[config.mk]
export PLATFORM = sky130hd
export DESIGN_NAME = fb_draw_scheduler
export DESIGN_NICKNAME = d
export VERILOG_FILES = /design/src/rtl/fb_draw_scheduler.sv
export SDC_FILE = /design/constraint.sdc
export NUM_CORES = 1
export LEC_CHECK = 0
export ABC_AREA = 1
export BUFFER_PORTS_ARGS = -buffer_cell sky130_fd_sc_hd__buf_4
export CORE_ASPECT_RATIO = 1.25
export CORE_MARGIN = 10
export CORE_UTILIZATION = 45
export DETAILED_ROUTE_END_ITERATION = 10
export PLACE_DENSITY = 0.59
export SYNTH_ARGS = -nofsm -noshare
export SYNTH_HDL_FRONTEND = slang
export SYNTH_SLANG_ARGS = --single-unit
[constraint.sdc]
create_clock -name CLK -period 2.61 [get_ports CLK]
set_input_delay 0.261 -clock CLK [delete_from_list [all_inputs] [get_ports CLK]]
set_output_delay 0.261 -clock CLK [all_outputs]
set_load 0.01 [all_outputs]
[src/rtl/fb_draw_scheduler.sv]
// fb_draw_scheduler: queues CPU plot/fill commands and streams
// framebuffer pixel writes, yielding to display reads.
module fb_draw_scheduler #(
   parameter int FIFO_DEPTH = 4,
   parameter int FB_W       = 160,
   parameter int FB_H       = 120
) (
   input  logic       CLK,
   input  logic       RESB,
   input  logic       WR_EN,
   input  logic [1:0] WR_ADDR,
   input  logic [7:0] WR_DATA,
   input  logic       RD_REQ,
   output logic       FB_WE,
   output logic [7:0] FB_X,
   output logic [7:0] FB_Y,
   output logic [2:0] FB_COLOR,
   output logic       BUSY,
   output logic       FULL,
   output logic       OVERFLOW
);

   localparam int AW = $clog2(FIFO_DEPTH);
   localparam logic [AW:0] PTR_ONE = 1;
   localparam logic [7:0] XMAX = 8'(FB_W - 1);
   localparam logic [7:0] YMAX = 8'(FB_H - 1);
   localparam logic [8:0] XLIM = 9'(FB_W);
   localparam logic [8:0] YLIM = 9'(FB_H);

   typedef struct packed {
      logic       op;
      logic [7:0] x;
      logic [7:0] y;
      logic [2:0] color;
   } cmd_t;

   typedef enum logic [1:0] {
      S_IDLE,
      S_PLOT,
      S_FILL
   } state_t;

   state_t      state;
   state_t      state_nxt;
   cmd_t        mem [FIFO_DEPTH];
   cmd_t        head;
   logic [AW:0] wr_ptr;
   logic [AW:0] rd_ptr;
   logic        empty;
   logic        full;
   logic        push;
   logic        pop;
   logic        accept;
   logic [7:0]  stg_x;
   logic [7:0]  stg_y;
   logic [2:0]  stg_c;
   logic [7:0]  cur_x;
   logic [7:0]  cur_y;
   logic [2:0]  cur_c;
   logic [7:0]  cnt_x;
   logic [7:0]  cnt_y;
   logic        oob;
   logic        last_pix;
   logic        pix_we;
   logic [7:0]  pix_x;
   logic [7:0]  pix_y;

   assign head     = mem[rd_ptr[AW-1:0]];
   assign empty    = (wr_ptr == rd_ptr);
   assign full     = (wr_ptr[AW] != rd_ptr[AW]) &&
                     (wr_ptr[AW-1:0] == rd_ptr[AW-1:0]);
   assign push     = WR_EN && (WR_ADDR == 2'd3);
   assign accept   = push && (!full || pop);
   assign oob      = ({1'b0, cur_x} >= XLIM) || ({1'b0, cur_y} >= YLIM);
   assign last_pix = (cnt_x == XMAX) && (cnt_y == YMAX);
   assign BUSY     = !empty || (state != S_IDLE);
   assign FULL     = full;

   // next state, FIFO pop and the pixel to write this edge
   always_comb begin
      state_nxt = state;
      pop       = 1'b0;
      pix_we    = 1'b0;
      pix_x     = cur_x;
      pix_y     = cur_y;
      unique case (state)
         S_IDLE: begin
            if (!empty) begin
               pop       = 1'b1;
               state_nxt = head.op ? S_FILL : S_PLOT;
            end
         end
         S_PLOT: begin
            if (oob) begin
               state_nxt = S_IDLE;
            end else if (!RD_REQ) begin
               pix_we    = 1'b1;
               state_nxt = S_IDLE;
            end
         end
         S_FILL: begin
            pix_x = cnt_x;
            pix_y = cnt_y;
            if (!RD_REQ) begin
               pix_we = 1'b1;
               if (last_pix) state_nxt = S_IDLE;
            end
         end
         default: state_nxt = S_IDLE;
      endcase
   end

   // state register
   always_ff @(posedge CLK or negedge RESB) begin
      if (!RESB) state <= S_IDLE;
      else       state <= state_nxt;
   end

   // FIFO pointers and sticky overflow flag
   always_ff @(posedge CLK or negedge RESB) begin
      if (!RESB) begin
         wr_ptr   <= '0;
         rd_ptr   <= '0;
         OVERFLOW <= 1'b0;
      end else begin
         if (accept) wr_ptr <= wr_ptr + PTR_ONE;
         if (pop)    rd_ptr <= rd_ptr + PTR_ONE;
         if (push && !accept) OVERFLOW <= 1'b1;
      end
   end

   // FIFO storage; emptiness is carried by the pointers alone
   always_ff @(posedge CLK) begin
      if (accept) begin
         mem[wr_ptr[AW-1:0]] <= '{op: WR_DATA[0], x: stg_x,
                                  y: stg_y, color: stg_c};
      end
   end

   // CPU staging registers
   always_ff @(posedge CLK or negedge RESB) begin
      if (!RESB) begin
         stg_x <= '0;
         stg_y <= '0;
         stg_c <= '0;
      end else if (WR_EN) begin
         unique case (WR_ADDR)
            2'd0:    stg_x <= WR_DATA;
            2'd1:    stg_y <= WR_DATA;
            2'd2:    stg_c <= WR_DATA[2:0];
            default: ;
         endcase
      end
   end

   // executing command latched at pop; fill raster counters
   always_ff @(posedge CLK or negedge RESB) begin
      if (!RESB) begin
         cur_x <= '0;
         cur_y <= '0;
         cur_c <= '0;
         cnt_x <= '0;
         cnt_y <= '0;
      end else if (pop) begin
         cur_x <= head.x;
         cur_y <= head.y;
         cur_c <= head.color;
         cnt_x <= '0;
         cnt_y <= '0;
      end else if (state == S_FILL && pix_we) begin
         if (cnt_x == XMAX) begin
            cnt_x <= '0;
            cnt_y <= cnt_y + 8'd1;
         end else begin
            cnt_x <= cnt_x + 8'd1;
         end
      end
   end

   // registered framebuffer write port; coordinates hold between writes
   always_ff @(posedge CLK or negedge RESB) begin
      if (!RESB) begin
         FB_WE    <= 1'b0;
         FB_X     <= '0;
         FB_Y     <= '0;
         FB_COLOR <= '0;
      end else begin
         FB_WE <= pix_we;
         if (pix_we) begin
            FB_X     <= pix_x;
            FB_Y     <= pix_y;
            FB_COLOR <= cur_c;
         end
      end
   end

endmodule

==> metrics.txt <==
layout cells sized above 1=0.125; Die W=roughly 130 microns; Critical Path Max Stage Delay=approximately 0.40 ns; Hold WC Path Type=in -> async; CP max-delay cell=dfrtp_1; Slew HR=0.300; top cells by area in the synthesized netlist=edfxtp_1 (35%), dfrtp_1 (30%), nand2_1 (9.5%); final net count=approximately 730; initial detailed-routing violation count=408; DP Worst Slack=between 0.7 and 0.8 ns; I/O pins=37; critical path peak fanout=20; Leak=3.47 nW; htree depth=4; # Post-CTS Setup Buffers=0; CP Data Required Time=2.70 ns; Syn Nets=between 600 and 700; fin worst setup slack=0.728 ns; Final Non-Filler Cells=900; Worst-path clk slew=approximately 0.060 ns; R2R Path End=mem[3][15]; Clock Skews=0.00515 ns; WS Path Type=reg -> reg; FF+latch count, synth=roughly 160; final worst-path cycle share=0.721; ys async rst share=0.509; die height=158 microns; n_diodes=0; Net Sw Frac=0.351; largest net degree at the start of global routing=84; sequential area share after synthesis=0.652; number of setup violations in the final report=0; Layout area overhead=15.2%; Comb power frac=0.311; hold_buf cts=0; sequential power share=0.405; total CTS buffers=17; Vias/cell=5.06; status=complete, no violations; Pint=5.76 mW; VDD IR max=491 uV; Worst Tran Pin Value=1.05 ns; first-pass GRT wire length=23000 microns; Critical path buffers and inverters=3; Max Slew Vio Count=0; post-route setup TNS=0 ns; Total Wirelength=13800 microns; unrepaired setup endpoints after global routing=false; critical-path cell list=inv_1 -> ha_1 -> inv_1 -> nand2_1 -> nand2_2 -> nor2_1 -> buf_4; cell family with most CP delay=buffers and inverters; top layer in use=met4; Sw Pwr=3.12 mW; Initial Util=0.459; DP HPWL=9370 microns; Max-Cap Viols=0; routed metal-1 wire length=6080 microns; port bufs=36; Critical R2R Launch=state[1]; initial antenna violation count=0; via count=4554; share of the synthesized area in the top cell type=0.350; placed insts=868; Overflow after GRT=0; Post-Syn Area=6870 sq um; post-CTS sizing=0; CP endpoint kind=flip-flop; CTS tree=done; met2 WL=7000 microns; DR WL/cell=15.3 microns; clock sink count=163; DRT antenna net count=0; FMAX=531 MHz; WHS=0.0165 ns; DRC=0; Yosys top cell by area=edfxtp_1; Worst path most repeated cell=inv_1; pwr dens=1120 nW/um^2; Post-synth EDFFs=80; CTS Buffer Depth=2; CTS Root Cell=clkbuf_16; Yosys cell types=29; routability congestion estimate from global placement=0.806; Pre-antenna DRT Iters=4; Worst Reg-to-Reg Cells=7; row count=50; minimum clock period=about 1.9 ns; full die area=between 20000 and 25000 sq um; Mapped Cells=between 600 and 700; Clk Latency, worst-skew pair=0.42 ns; Synth Flop Type=dfrtp_1; GRT Util Overall=0.144; vias in the first global route=~4600; Syn Area/Cell=10.3 sq um; final hold violation count=0; clock network fraction of total power=0.284; WL met3=486 microns; Startpoint Class=flip-flop; R2R setup slack=0.73 ns; Data arrival, critical path=1.98 ns; core box area=between 10000 and 15000 sq um; total of warnings raised by yosys=0
-- state kept, by name (all words and copies together) (netlist names) --
register / flops
cur_c: 3
FB_WE: 1
cnt_x: 8
rd_ptr: 3
cur_x: 8
mem: 80
wr_ptr: 3
cur_y: 8
FB_X: 8
FB_COLOR: 3
stg_c: 3
stg_y: 8
cnt_y: 8
FB_Y: 8
state: 2
OVERFLOW: 1
stg_x: 8
-- worst register-to-register path, cell delays in order, from the launching register on --
cell     delay, ns
dfrtp_1       0.40
inv_1         0.10
ha_1          0.24
inv_1         0.10
nand2_1       0.14
nand2_2       0.13
nor2_1        0.13
buf_4         0.31
-- power by group through the flow --
stage	Combinational, mW	Clock, mW	Sequential, mW
2_1_floorplan	1.94	0	3.61
3_3_place_gp	2.74	0	3.62
3_5_place_dp	2.79	0	3.65
4_1_cts	2.81	2.57	3.60
5_1_grt	3.17	2.68	3.67
6_report	2.76	2.52	3.60
-- synthesized netlist by cell type (all sizes together) (5+ instances only) --
library cell and number:
mux2i 5, buf 13, dfrtp 83, nand2 178
nand4 8, nor2 64, inv 51, clkbuf 13
nand3 27, edfxtp 80, xor2 10, o22ai 19
o21ai 97, ha 10
-- per-stage QoR --
step	power, mW	utilization	area [sq um]
2_1_floorplan	5.55	-	6870
3_3_place_gp	6.37	0.489	7310
3_5_place_dp	6.44	0.489	7310
4_1_cts	8.99	0.529	7920
5_1_grt	9.51	0.529	7920
6_report	8.88	0.529	7920
-- cell usage in the layout (no fill, tap or decap), drive strengths merged, types with 3 or more instances in the layout --
master,count
inv,52
o22ai,19
bufinv,3
nand2,178
nor2,64
o21ai,97
edfxtp,80
xor2,10
clkinv,5
nand4,8
clkbuf,21
dfrtp,83
nand3,27
ha,10
buf,47
mux2i,5
-- kinds of logic (layout without fill, tap and decap cells) --
logic type | Yosys count | count (layout) | share of synthesized area
AND/OR/NAND/NOR | 279 | 279 | 0.166
flip-flops | 163 | 163 | 0.652
AO/OA/AOI/OAI | 119 | 119 | 0.0922
buffers and inverters | 77 | 130 | 0.0479
XOR/XNOR | 12 | 12 | 0.0164
adder cells (fa/ha/maj) | 10 | 10 | 0.0182
multiplexers | 5 | 5 | 0.00729
-- final cells by class --
class                           instances  area (sq um)
Timing Repair Buffer                   47           353
Tap cell                              182           228
Clock inverter                         11           154
Sequential cell                       163          4480
Inverter                               51           191
Fill cell                            1323          7040
Clock buffer                           21           450
Multi-Input combinational cell        425          2060
-- per-layer routing --
layer  global-route usage  vias up
met2                0.241       79
met1                0.173     2152
met4               0.0647        0
li1                     -     2304
met3               0.0295       19
met5                    0        -
-- how the worst max path moves through the flow --
| stage | slack, ns | start | cells past startpoint | end |
|---|---|---|---|---|
| 5_1_grt | 0.57 | state[1] | 7 | mem[3][16] |
| 4_1_cts | 0.70 | state[1] | 7 | mem[3][14] |
| 2_1_floorplan | 0.34 | rd_ptr[0] | 7 | mem[1][0] |
| 3_5_place_dp | 0.73 | state[1] | 7 | mem[3][14] |
| 3_3_place_gp | 0.80 | state[0] | 7 | mem[3][13] |
| 6_report | 0.73 | state[1] | 7 | mem[3][15] |
Note: power is estimated with default switching activity, not from simulation.
